==> config.mk <==
export PLATFORM = sky130hd
export DESIGN_NAME = multicycle_control
export DESIGN_NICKNAME = d
export VERILOG_FILES = /design/src/rtl/multicycle_control.sv
export SDC_FILE = /design/constraint.sdc
export NUM_CORES = 1
export LEC_CHECK = 0
export CAP_MARGIN = 30
export CORE_MARGIN = 2
export CORE_UTILIZATION = 34
export DETAILED_ROUTE_END_ITERATION = 10
export PLACE_DENSITY = 0.84
export SLEW_MARGIN = 20
export SYNTH_ARGS = -nofsm -noshare
export SYNTH_HDL_FRONTEND = slang
export SYNTH_SLANG_ARGS = --single-unit
==> constraint.sdc <==
create_clock -name clk -period 1.5 [get_ports clk]
set_input_delay 0.225 -clock clk [delete_from_list [all_inputs] [get_ports clk]]
set_output_delay 0.225 -clock clk [all_outputs]
set_load 0.005 [all_outputs]
==> src/rtl/multicycle_control.sv <==
`default_nettype none
// ============================================================================
// Module   : multicycle_control
// Purpose  : RV32I-subset multicycle control FSM with a ready-based memory
//            handshake, a wait timeout and an illegal-instruction trap.
//            Define MC_BRANCH_EN to include the BRANCH and JAL paths.
// Revision : 1.0 - initial release
// ============================================================================
module multicycle_control #(
   parameter int MEM_TIMEOUT = 15
) (
   input  logic        clk,
   input  logic        rst,
   input  logic [31:0] inst,
   input  logic        zero,
   input  logic        mem_ready,
   output logic        mem_req,
   output logic        mem_w,
   output logic [1:0]  mem_size,
   output logic        mem_unsigned,
   output logic        pc_w,
   output logic        inst_w,
   output logic        reg_w,
   output logic [1:0]  alu_src_a,
   output logic [1:0]  alu_src_b,
   output logic [1:0]  result_src,
   output logic [3:0]  alu_op,
   output logic [2:0]  imm_type,
   output logic        fault,
   output logic [1:0]  fault_cause,
   output logic [3:0]  state
);

   localparam int CNT_W = (MEM_TIMEOUT > 0) ? $clog2(MEM_TIMEOUT + 1) : 1;
   localparam logic [CNT_W-1:0] TIMEOUT_CNT = CNT_W'(MEM_TIMEOUT);
   localparam logic TIMEOUT_EN = (MEM_TIMEOUT != 0);

   localparam logic [6:0] OP_IMM    = 7'b0010011;
   localparam logic [6:0] OP_REG    = 7'b0110011;
   localparam logic [6:0] OP_LUI    = 7'b0110111;
   localparam logic [6:0] OP_LOAD   = 7'b0000011;
   localparam logic [6:0] OP_STORE  = 7'b0100011;
   localparam logic [6:0] OP_BRANCH = 7'b1100011;
   localparam logic [6:0] OP_JAL    = 7'b1101111;

   localparam logic [3:0] ALU_ADD  = 4'd0;
   localparam logic [3:0] ALU_SUB  = 4'd1;
   localparam logic [3:0] ALU_AND  = 4'd2;
   localparam logic [3:0] ALU_OR   = 4'd3;
   localparam logic [3:0] ALU_XOR  = 4'd4;
   localparam logic [3:0] ALU_SLL  = 4'd5;
   localparam logic [3:0] ALU_SRL  = 4'd6;
   localparam logic [3:0] ALU_SRA  = 4'd7;
   localparam logic [3:0] ALU_SLT  = 4'd8;
   localparam logic [3:0] ALU_SLTU = 4'd9;

   typedef enum logic [3:0] {
      S_FETCH    = 4'd0,
      S_DECODE   = 4'd1,
      S_EXEC_I   = 4'd2,
      S_UTYPE    = 4'd3,
      S_STORE    = 4'd4,
      S_LOAD     = 4'd5,
      S_ALU_WB   = 4'd6,
      S_MEM_ADDR = 4'd7,
      S_MEM_WB   = 4'd8,
      S_EXEC_R   = 4'd9,
      S_BRANCH   = 4'd10,
      S_JAL      = 4'd11,
      S_FAULT    = 4'd15
   } state_t;

   state_t           state_q, state_d, dec_next;
   logic [CNT_W-1:0] cnt_q, cnt_d;
   logic             fault_q, fault_d;
   logic [1:0]       cause_q, cause_d;
   logic             timeout_hit;

   logic [6:0] opcode;
   logic [2:0] funct3;
   logic [6:0] funct7;
   logic       unused_bits;

   assign opcode      = inst[6:0];
   assign funct3      = inst[14:12];
   assign funct7      = inst[31:25];
   assign unused_bits = ^{inst[24:15], inst[11:7], zero};

   // alt selects sub/sra; callers decide when funct7[5] is meaningful
   function automatic logic [3:0] alu_dec(input logic [2:0] f3, input logic alt);
      logic [3:0] op;
      case (f3)
         3'd0:    op = alt ? ALU_SUB : ALU_ADD;
         3'd1:    op = ALU_SLL;
         3'd2:    op = ALU_SLT;
         3'd3:    op = ALU_SLTU;
         3'd4:    op = ALU_XOR;
         3'd5:    op = alt ? ALU_SRA : ALU_SRL;
         3'd6:    op = ALU_OR;
         default: op = ALU_AND;
      endcase
      return op;
   endfunction

   always_comb begin
      imm_type = 3'd0;
      case (opcode)
         OP_STORE:  imm_type = 3'd1;
         OP_LUI:    imm_type = 3'd3;
`ifdef MC_BRANCH_EN
         OP_BRANCH: imm_type = 3'd2;
         OP_JAL:    imm_type = 3'd4;
`endif
         default:   imm_type = 3'd0;
      endcase
   end

   always_comb begin
      dec_next = S_FAULT;
      case (opcode)
         OP_IMM: dec_next = S_EXEC_I;
         OP_REG: begin
            if (funct7 == 7'b0000000)
               dec_next = S_EXEC_R;
            else if (funct7 == 7'b0100000 && (funct3 == 3'd0 || funct3 == 3'd5))
               dec_next = S_EXEC_R;
         end
         OP_LUI:   dec_next = S_UTYPE;
         OP_LOAD:  if (funct3 != 3'd3 && funct3 != 3'd6 && funct3 != 3'd7) dec_next = S_MEM_ADDR;
         OP_STORE: if (funct3[2] == 1'b0 && funct3[1:0] != 2'd3) dec_next = S_MEM_ADDR;
`ifdef MC_BRANCH_EN
         OP_BRANCH: if (funct3[2:1] == 2'b00) dec_next = S_BRANCH;
         OP_JAL:    dec_next = S_JAL;
`endif
         default: dec_next = S_FAULT;
      endcase
   end

   always_comb begin
      mem_req      = 1'b0;
      mem_w        = 1'b0;
      mem_size     = 2'd0;
      mem_unsigned = 1'b0;
      pc_w         = 1'b0;
      inst_w       = 1'b0;
      reg_w        = 1'b0;
      alu_src_a    = 2'd0;
      alu_src_b    = 2'd0;
      result_src   = 2'd0;
      alu_op       = ALU_ADD;
      case (state_q)
         S_FETCH: begin
            mem_req    = 1'b1;
            alu_src_b  = 2'd2;
            result_src = 2'd2;
            pc_w       = mem_ready;
            inst_w     = mem_ready;
         end
         S_DECODE: begin
            alu_src_a = 2'd1;
            alu_src_b = 2'd1;
         end
         S_EXEC_R: begin
            alu_src_a = 2'd2;
            alu_op    = alu_dec(funct3, funct7[5]);
         end
         S_EXEC_I: begin
            alu_src_a = 2'd2;
            alu_src_b = 2'd1;
            alu_op    = alu_dec(funct3, funct7[5] & (funct3 == 3'd5));
         end
         S_UTYPE: begin
            alu_src_a = 2'd3;
            alu_src_b = 2'd1;
         end
         S_MEM_ADDR: begin
            alu_src_a = 2'd2;
            alu_src_b = 2'd1;
         end
         S_LOAD: begin
            mem_req      = 1'b1;
            mem_size     = funct3[1:0];
            mem_unsigned = funct3[2];
         end
         S_STORE: begin
            mem_req  = 1'b1;
            mem_w    = 1'b1;
            mem_size = funct3[1:0];
         end
         S_MEM_WB: begin
            reg_w        = 1'b1;
            result_src   = 2'd1;
            mem_size     = funct3[1:0];
            mem_unsigned = funct3[2];
         end
         S_ALU_WB: reg_w = 1'b1;
`ifdef MC_BRANCH_EN
         S_BRANCH: begin
            alu_src_a = 2'd2;
            alu_op    = ALU_SUB;
            pc_w      = zero ^ funct3[0];
         end
         S_JAL: begin
            pc_w      = 1'b1;
            alu_src_a = 2'd1;
            alu_src_b = 2'd2;
         end
`endif
         default: ;
      endcase
      // No architectural write may slip out while reset is held
      if (rst) begin
         pc_w   = 1'b0;
         inst_w = 1'b0;
         reg_w  = 1'b0;
         mem_w  = 1'b0;
      end
   end

   assign timeout_hit = TIMEOUT_EN && mem_req && !mem_ready && (cnt_q == TIMEOUT_CNT);

   always_comb begin
      state_d = state_q;
      fault_d = fault_q;
      cause_d = cause_q;
      case (state_q)
         S_FETCH: begin
            if (mem_ready)        state_d = S_DECODE;
            else if (timeout_hit) state_d = S_FAULT;
         end
         S_DECODE:                     state_d = dec_next;
         S_EXEC_R, S_EXEC_I, S_UTYPE:  state_d = S_ALU_WB;
         S_MEM_ADDR:                   state_d = opcode[5] ? S_STORE : S_LOAD;
         S_LOAD: begin
            if (mem_ready)        state_d = S_MEM_WB;
            else if (timeout_hit) state_d = S_FAULT;
         end
         S_STORE: begin
            if (mem_ready)        state_d = S_FETCH;
            else if (timeout_hit) state_d = S_FAULT;
         end
         S_MEM_WB, S_ALU_WB:           state_d = S_FETCH;
`ifdef MC_BRANCH_EN
         S_BRANCH:                     state_d = S_FETCH;
         S_JAL:                        state_d = S_ALU_WB;
`endif
         S_FAULT:                      state_d = S_FAULT;
         default:                      state_d = S_FETCH;
      endcase
      if (state_q != S_FAULT && state_d == S_FAULT) begin
         fault_d = 1'b1;
         cause_d = timeout_hit ? 2'b10 : 2'b01;
      end
   end

   always_comb begin
      cnt_d = cnt_q;
      if (mem_ready || state_d != state_q)
         cnt_d = '0;
      else if (mem_req)
         cnt_d = cnt_q + CNT_W'(1);
   end

   always_ff @(posedge clk) begin
      if (rst) begin
         state_q <= S_FETCH;
         cnt_q   <= '0;
         fault_q <= 1'b0;
         cause_q <= 2'b00;
      end else begin
         state_q <= state_d;
         cnt_q   <= cnt_d;
         fault_q <= fault_d;
         cause_q <= cause_d;
      end
   end

   assign fault       = fault_q;
   assign fault_cause = cause_q;
   assign state       = state_q;

endmodule
`default_nettype wire
==> flow_summary.toml <==
[cells_and_area]
drive_above_1_share = 0.610
final_common_cell = "buf_4"
multi_input_area_um2 = 1180
num-fill-cells = 190
ff_latch_area_um2 = 228
nets = 292
finalNonFillerCells = 298
final_cell_mix = "buf_4, buf_6, buf_2"
n_antenna_cell = 0
area_delta_synth_final_pct = 124

[route]
antenna_left = 0
routed_wl_um = 6070
drc = 0
detail_route.wl_per_cell_um = 20.4
first_pass_iters = 4
vias_per_cell = 5.78
dr_total_vias = 1723
drtIter0Drc = 112

[grt]
grt_max_degree = 10
grt-ovfl-total = 0
grt.total_usage = 0.265
grt_pass1_vias = 1595
grt_pass1_wl_um = 7550
grt_antenna_before_repair = 0

[worst_setup_path]
slowest_delay_ns = 0.35
path_buf_inv = 2
worst_path_max_delay_cell = "dfxtp_2"
cp_data_required_time_ns = 1.69
critPathLaunchType = "flip-flop"
crit_family = "compound AO/OA/AOI/OAI gates"
cpMostUsedCell = "buf_6"
endpoint_kind = "flip-flop"
cp.arrival_ns = 2.03
critPathKind = "reg2reg"
worstPathCellList = "buf_6 -> nor4b_4 -> buf_6 -> o2111ai_4 -> o311a_4 -> a21o_1 -> a221oi_2"
path_max_fanout = 5

[yosys]
syn-num-nets = 186
synthTopCellsByArea = "dfxtp_1, a211oi_1, o2111ai_1, a21oi_1, nor2b_1"
synthCells = 149
async_flop_share = 0
syn_area_per_cell_um2 = 7.46
seq_area_frac_synth = 0.198
synthesis.area_um2 = 1110
ys_types = 50
yosys.area.top_type = "dfxtp_1"
synth_top_area_frac = 0.198
ys_warn_count = 0
synth_edf_count = 0
synth-seq-cells = 11
ys.flop_type = "dfxtp_1"

[pwr]
p_switching_mw = 1.98
p_seq_frac = 0.106
p_sw_frac = 0.447
ir_drop_v = 0.00125
p_leak_nw = 1.06
power_frac_comb = 0.844
power_density_nw_per_um2 = 1780
p_int_mw = 2.45
p_clk_frac = 0.051

[floorplan]
io_pins = 64
start_util = 0.361
dieArea_um2 = 3740
core_um2 = 3080
die_w_um = 61.2
die_y_um = 61.2
num_rows = 20

[timing]
setup_ws_ns = -0.338
worst_hold_slack_ns = 0.505
skew_ns = 0.00976
finalHoldViolations = 0
layout_min_cycle_time_ns = 1.84
report.final.slew_viol_count = 0
rsz0062_at_grt = "yes"
setup_viol = 22
period_share = 1.23
max_freq_ghz = 0.544

[clock_tree]
worst_skew_pair.late_latency_ns = 0.28
path_clk_slew_ns = 0.09
clkSinkCount = 11
cts_root_buf = "clkbuf_4"
cts_htree_levels = 1
tritoncts = "done"
cts_buffers = 3
postCtsHoldBufs = 0
clk_path_buf_depth = 2

[job]
drv_cap = 0

[placed_design]
dp_cells = 274
dp_hpwl_um = 3070
gp_congestion = 0.965
portBuffers = 46

[worst_hold_path]
hp-class = "reg2reg"

[run_status]
failed_checks = "setup timing"
status = "finished, violations left"
registers in the layout (all words and copies together), names as in the netlist:
register and cells:
fault_cause 2, cnt_q 4, fault 1, state 4
per-layer routing:
layer	vias to the layer above	wire length, um	share of wire	track usage
li1	778	-	-	-
met1	819	2350	0.39	0.307
met2	96	3040	0.50	0.479
met3	30	337	0.056	0.0462
met4	0	334	0.055	0.109
met5	-	0	0	0
stage by stage:
stage / TNS, ns / setup slack, ns / utilization / total power [mW] / area (um2)
floorplan: -0.171 / -0.0405 / - / 1.58 / 1150
global placement: -10.05 / -0.548 / 0.629 / 2.74 / 1940
detailed placement: -10.95 / -0.654 / 0.629 / 2.81 / 1940
CTS: -2.46 / -0.260 / 0.716 / 3.62 / 2200
global route: -4.74 / -0.353 / 0.807 / 4.60 / 2480
finish: -3.54 / -0.338 / 0.807 / 4.43 / 2480
worst min-delay path: stages, from the launching register on:
cell,delay (ns)
dfxtp_1,0.32
inv_1,0.07
a221oi_2,0.06
synth_stat cells (2+ instances only):
cell type  number
dfxtp_1        11
a21oi_1        10
nand2_1        10
nor2_1         10
nor2b_1         8
a211oi_1        7
o21ai_0         7
nand3_1         6
nor3_1          6
o2111ai_1       6
inv_1           5
nand2b_1        5
buf_2           4
xnor2_1         4
and2_1          3
buf_4           3
o311a_1         3
or2_2           3
a21o_1          2
a31oi_1         2
and3_1          2
and4b_1         2
clkbuf_1        2
nor4_1          2
what timing repair did:
| action | in CTS | in global routing |
|---|---|---|
| endpoints found under the setup margin | 34 | 32 |
| endpoints found under the hold margin | 0 | 0 |
| resized for setup | 145 | 51 |
| pin swaps | 30 | 23 |
| setup buffers | 13 | 9 |
power groups by stage:
| stage | combinational [mW] | sequential, mW | clock [mW] |
|---|---|---|---|
| detailed placement | 2.37 | 0.436 | 0 |
| CTS | 2.95 | 0.452 | 0.218 |
| global placement | 2.30 | 0.435 | 0 |
| finish | 3.74 | 0.468 | 0.225 |
| floorplan | 1.11 | 0.468 | 0 |
| global route | 3.89 | 0.471 | 0.240 |
kinds of logic (layout without fill, tap and decap cells):
kind of cell	Yosys count	after routing	synth area share
flip-flops	11	11	0.198
buffers and inverters	16	121	0.0687
XOR/XNOR	4	4	0.0315
AND/OR/NAND/NOR	67	67	0.369
AO/OA/AOI/OAI	48	48	0.307
other	1	1	0.00338
multiplexers	1	1	0.0101
adder cells (fa/ha/maj)	1	1	0.0113
cell type report:
cell class,count,area share
Tap cell,44,0.0222
Timing Repair Buffer,111,0.392
Multi-Input combinational cell,122,0.474
Sequential cell,11,0.0917
Clock buffer,4,0.0106
Inverter,6,0.0101
final timing paths:
kind | from | endpoint | slack, ns | cells past startpoint
worst max-delay path | state[1]$_SDFF_PP0_ | fault_cause[0]$_SDFFE_PP0P_ | -0.34 | 7
worst max register to register | state[1]$_SDFF_PP0_ | fault_cause[0]$_SDFFE_PP0P_ | -0.34 | 7
worst min-delay path | fault_cause[0]$_SDFFE_PP0P_ | fault_cause[0]$_SDFFE_PP0P_ | 0.50 | 2
worst min register to register | fault_cause[0]$_SDFFE_PP0P_ | fault_cause[0]$_SDFFE_PP0P_ | 0.50 | 2
Note: power is estimated with default switching activity, not from simulation.
==> RTL change 1, RTL diff (same flow settings) <==
`MEM_TIMEOUT`: 15 -> 30.
--- a/src/rtl/multicycle_control.sv
+++ b/src/rtl/multicycle_control.sv
@@ -9,3 +9,3 @@
 module multicycle_control #(
-   parameter int MEM_TIMEOUT = 15
+   parameter int MEM_TIMEOUT = 30
 ) (
Function: no difference found for any inputs over 10 cycles, from zero or initial values and one cycle with rst high; that may be too few to reach the edited logic, so the function may still have changed.
==> RTL change 1 against the unedited design <==
- the run still ends with negative setup slack left
- worst setup slack got worse by 0.17 ns
- hold slack got worse by 0.028 ns
- synthesized area increased by 9.6%
- total power increased by 23%
- critical endpoint unchanged
- sequential cell count increased by 1
- first-iteration DRC count decreased by 6.3%
- cell area increased by 14%
- wire length increased by 7.9%
- cell count increased by 13%
==> RTL change 1: results (changes against the unedited design) <==
timing:
  setup_violations: 29  # was 22
  setup_ws_ns: -0.507  # was -0.338 ns
  totalNegativeSetupSlack_ns: -8.24  # was -3.54 ns
  clock_skew_ns: 0.00228  # was 0.00976 ns
drt:
  detail_route.wirelength_mm: 6.55  # was 6.07 mm
  dr_wl_met2_mm: 3.33  # was 3.04 mm
  met3_length_um: 569  # was 337 um
  wl_met1_mm: 2.35  # about the same
cells_and_area:
  drive_gt1_share_pct: 66.4  # was 61.0%
  finalNetCount: 331  # was 292
status:
  result_of_the_run: "complete, but fails checks"  # unchanged
  violations: "negative setup slack"  # unchanged
worst_setup_path:
  max_stage_delay_ns: 0.39  # was 0.35 ns
  critical_path_peak_fanout: 6  # was 5
global_routing:
  grt_use_met2_pct: 52.7  # was 47.9%
  grt_pass1_vias: 1816  # was 1595
  grt_pass1_wl_mm: 8.89  # was 7.55 mm
  maximum_number_of_pins_on_one_net_before_global_route_repair: 12  # was 10
  grt_use_met1_pct: 31.4  # was 30.7%
  global_route.usage.met3_pct: 4.75  # was 4.62%
power_and_ir_drop:
  internal-power_w: 0.00311  # was 0.00245 W
  netSwitchingFraction_pct: 43.1  # was 44.7%
  p_leak_nw: 1.26  # was 1.06 nW
  worst_ir_drop_vdd_uv: 835  # was 1250 uV
logic_synthesis:
  yosysUniqueCellTypes: 54  # was 50
  synth_common_cells: "18 x sky130_fd_sc_hd__nor2_1, 12 x sky130_fd_sc_hd__dfxtp_1, 12 x sky130_fd_sc_hd__nand2_1"  # was 11 x sky130_fd_sc_hd__dfxtp_1, 10 x sky130_fd_sc_hd__a21oi_1, 10 x sky130_fd_sc_hd__nand2_1, 10 x sky130_fd_sc_hd__nor2_1, 8 x sky130_fd_sc_hd__nor2b_1
  synthTopCellsByArea: "sky130_fd_sc_hd__dfxtp_1 20%, sky130_fd_sc_hd__nor2_1 5.5%, sky130_fd_sc_hd__nor3_1 3.7%"  # was sky130_fd_sc_hd__dfxtp_1 20%, sky130_fd_sc_hd__a211oi_1 4.7%, sky130_fd_sc_hd__o2111ai_1 4.7%
  synth_compound_gate_area_share_pct: 22.9  # was 30.7%
cts:
  cts_resized: 169  # was 145
placement:
  routabilityCongestion: 0.870  # was 0.965
## RTL change 1: cell count changes in the layout (fill, tap and decap cells not counted), sizes merged, moves of 4 or more
cell | unedited run | this run
a211oi | 7 | 2
o2111ai | 6 | 2
nand4 | 0 | 6
nor2 | 11 | 18
xor2 | 0 | 4
buf | 83 | 116
nor2b | 8 | 4
dlygate4sd2 | 9 | 13
## RTL change 1: layout make-up
type / instances / area share, %
clock buffer: 4 / 1.28
multi-input combinational: 128 / 44.0
timing repair buffer: 142 / 42.6
inverter: 6 / 1.06
tap: 46 / 2.03
sequential: 12 / 9.03
## RTL change 1: per-stage QoR
| step | hold WS (ns) | instances |
|---|---|---|
| detailed placement | 0.458 | 294 |
| finish | 0.477 | 338 |
| global route | 0.499 | 338 |
| global placement | 0.446 | 294 |
| floorplan | 0.447 | 160 |
| CTS | 0.470 | 324 |
## RTL change 1: worst paths after layout
kind / start / endpoint / slack (ns) / depth (start not counted)
max: state[2]$_SDFF_PP0_ / fault_cause[0]$_SDFFE_PP0P_ / -0.51 / 8
min: fault$_SDFFE_PP0P_ / fault$_SDFFE_PP0P_ / 0.48 / 2
min reg2reg: fault$_SDFFE_PP0P_ / fault$_SDFFE_PP0P_ / 0.48 / 2
max reg2reg: state[2]$_SDFF_PP0_ / fault_cause[0]$_SDFFE_PP0P_ / -0.51 / 8
## RTL change 1: kinds of logic after synthesis
kind of cell             count (synthesis)
AO/OA/AOI/OAI                           34
flip-flops                              12
adder cells (fa/ha/maj)                  3
other                                    1
buffers and inverters                   20
AND/OR/NAND/NOR                         82
XOR/XNOR                                 8
## RTL change 1: worst min-delay path: stages, from the launching register on
cell and delay (ns):
sky130_fd_sc_hd__dfxtp_1 0.32, sky130_fd_sc_hd__inv_1 0.07, sky130_fd_sc_hd__a21oi_2 0.05
==> RTL change 2, RTL diff (same flow settings) <==
Made on the original files. Reset style: asynchronous (`rst`), changed in one clocked block.
--- a/src/rtl/multicycle_control.sv
+++ b/src/rtl/multicycle_control.sv
@@ -263,3 +263,3 @@
 
-   always_ff @(posedge clk) begin
+   always_ff @(posedge clk or posedge rst) begin
       if (rst) begin
Formal check against the unedited RTL: differs if rst is asserted again (counterexample within 4 cycles, from zero or initial values and one cycle with rst high); with rst held inactive, the same outputs for 10 cycles.
==> RTL change 2 against the unedited design <==
- the run still ends with negative setup slack left
- hold slack got worse by 0.070 ns
- wire length decreased by 12%
- cell count decreased by 1.0%
- worst setup slack got worse by 0.25 ns
- synthesized area decreased by 0.34%
- cell area decreased by 4.5%
- sequential cell count unchanged
Power is left out: it rests on default switching activity, and per cell area and clock period it moved more than threefold.
==> RTL change 2: results (changes against the unedited design) <==
timing:
  setup_violations: 29  # was 22
  clock_skew_ns: 0.00386  # was 0.00976 ns
  setup_ws_ns: -0.589  # was -0.338 ns
worst_hold_path:
  timing.hold.worst.class: "primary input to asynchronous set/reset pin"  # was flop to flop
drt:
  initialDrtViolationCount: 98  # was 112
  wl_met1_mm: 1.93  # was 2.35 mm
  detail_route.wirelength_mm: 5.32  # was 6.07 mm
  routed_wire_length_per_instance_um: 18.0  # was 20.4 um
  drt-vias-per-instance: 5.40  # was 5.78
  dr_wl_met2_mm: 2.86  # was 3.04 mm
logic_synthesis:
  syn_avg_cell_area_um2: 8.08  # was 7.46 um2
  synthTopCellsByArea: "sky130_fd_sc_hd__dfrtp_1 25%, sky130_fd_sc_hd__nor4_1 4.5%, sky130_fd_sc_hd__o21ai_0 4.1%"  # was sky130_fd_sc_hd__dfxtp_1 20%, sky130_fd_sc_hd__a211oi_1 4.7%, sky130_fd_sc_hd__o2111ai_1 4.7%
  postSynth.topFlopCell: "sky130_fd_sc_hd__dfrtp_1"  # was sky130_fd_sc_hd__dfxtp_1
  synthesis.nets: 174  # was 186
  synth_common_cells: "11 x sky130_fd_sc_hd__dfrtp_1, 10 x sky130_fd_sc_hd__nand2_1, 10 x sky130_fd_sc_hd__nor2_1"  # was 11 x sky130_fd_sc_hd__dfxtp_1, 10 x sky130_fd_sc_hd__a21oi_1, 10 x sky130_fd_sc_hd__nand2_1, 10 x sky130_fd_sc_hd__nor2_1, 8 x sky130_fd_sc_hd__nor2b_1
global_routing:
  grt_pass1_wl_mm: 6.88  # was 7.55 mm
  grt_use_met1_pct: 29.8  # was 30.7%
  maximum_number_of_pins_on_one_net_before_global_route_repair: 12  # was 10
  groute.usage.overall_pct: 24.4  # was 26.5%
worst_setup_path:
  critical_path_peak_fanout: 7  # was 5
  max_stage_delay_ns: 0.46  # was 0.35 ns
  critical_path_arrival_ns: 2.27  # was 2.03 ns
  timing.reg2reg.worst_path_depth: 8  # was 7
  crit_path_slowest_cell: "sky130_fd_sc_hd__dfrtp_2"  # was sky130_fd_sc_hd__dfxtp_2
  worst_setup_path_endpoint: "cnt_q[3]$_DFFE_PP0P_"  # was fault_cause[0]$_SDFFE_PP0P_
cells_and_area:
  drive_gt1_share_pct: 60.2  # was 61.0%
  finalNetCount: 289  # was 292
placement:
  routabilityCongestion: 0.891  # was 0.965
  dpl.cell_count: 261  # was 274
status:
  violations: "negative setup slack"  # unchanged
  result_of_the_run: "complete, but fails checks"  # unchanged
[RTL change 2: cell types whose count changed in the layout (fill, tap and decap cells not counted), moves of 4 or more]
cell	change
sky130_fd_sc_hd__a211oi_2	-5
sky130_fd_sc_hd__buf_4	+6
sky130_fd_sc_hd__buf_6	+10
sky130_fd_sc_hd__clkdlybuf4s50_1	+4
sky130_fd_sc_hd__dfrtp_1	+9
sky130_fd_sc_hd__dfxtp_1	-7
sky130_fd_sc_hd__dlymetal6s2s_1	-4
sky130_fd_sc_hd__nor2_4	-4
sky130_fd_sc_hd__nor2b_2	-4
sky130_fd_sc_hd__o2111ai_2	-4
[RTL change 2: timing repair]
action | CTS | global route
hold buffers | 0 | 0
setup endpoints to repair | 35 | 31
resized for setup | 135 | 55
endpoints found under the hold margin | 0 | 0
pin swaps | 17 | 21
cloned | 0 | 0
setup buffers | 21 | 13
[RTL change 2: area by class of cell]
class,instances,area [um2]
clock buffers,4,26.3
fillers,210,706
inverters,6,27.5
multi-input cells,109,957
flip-flops and latches,11,278
well taps,44,55.1
repair buffers,121,1030
[RTL change 2: logic make-up (layout without fill, tap and decap cells)]
logic type	Yosys count	count (layout)	synth area share [%]
xor+xnor	6	6	4.75
mux	2	2	1.92
fa+ha+maj	1	1	1.13
compound gates	32	32	19.8
buf+inv	17	131	11.1
simple gates	67	67	36.2
other cells	1	1	0.339
flops	11	11	24.9
[RTL change 2: stage by stage]
stage / hold slack [ns] / instance area [um2] / TNS (ns) / utilization (%)
global placement: 0.450 / 1870 / -11.58 / 60.7
finish: 0.434 / 2370 / -9.57 / 77.1
detailed placement: 0.465 / 1870 / -12.20 / 60.7
global route: 0.462 / 2370 / -10.89 / 77.1
floorplan: 0.0827 / 1130 / -1.93 / -
CTS: 0.392 / 2180 / -8.40 / 70.8
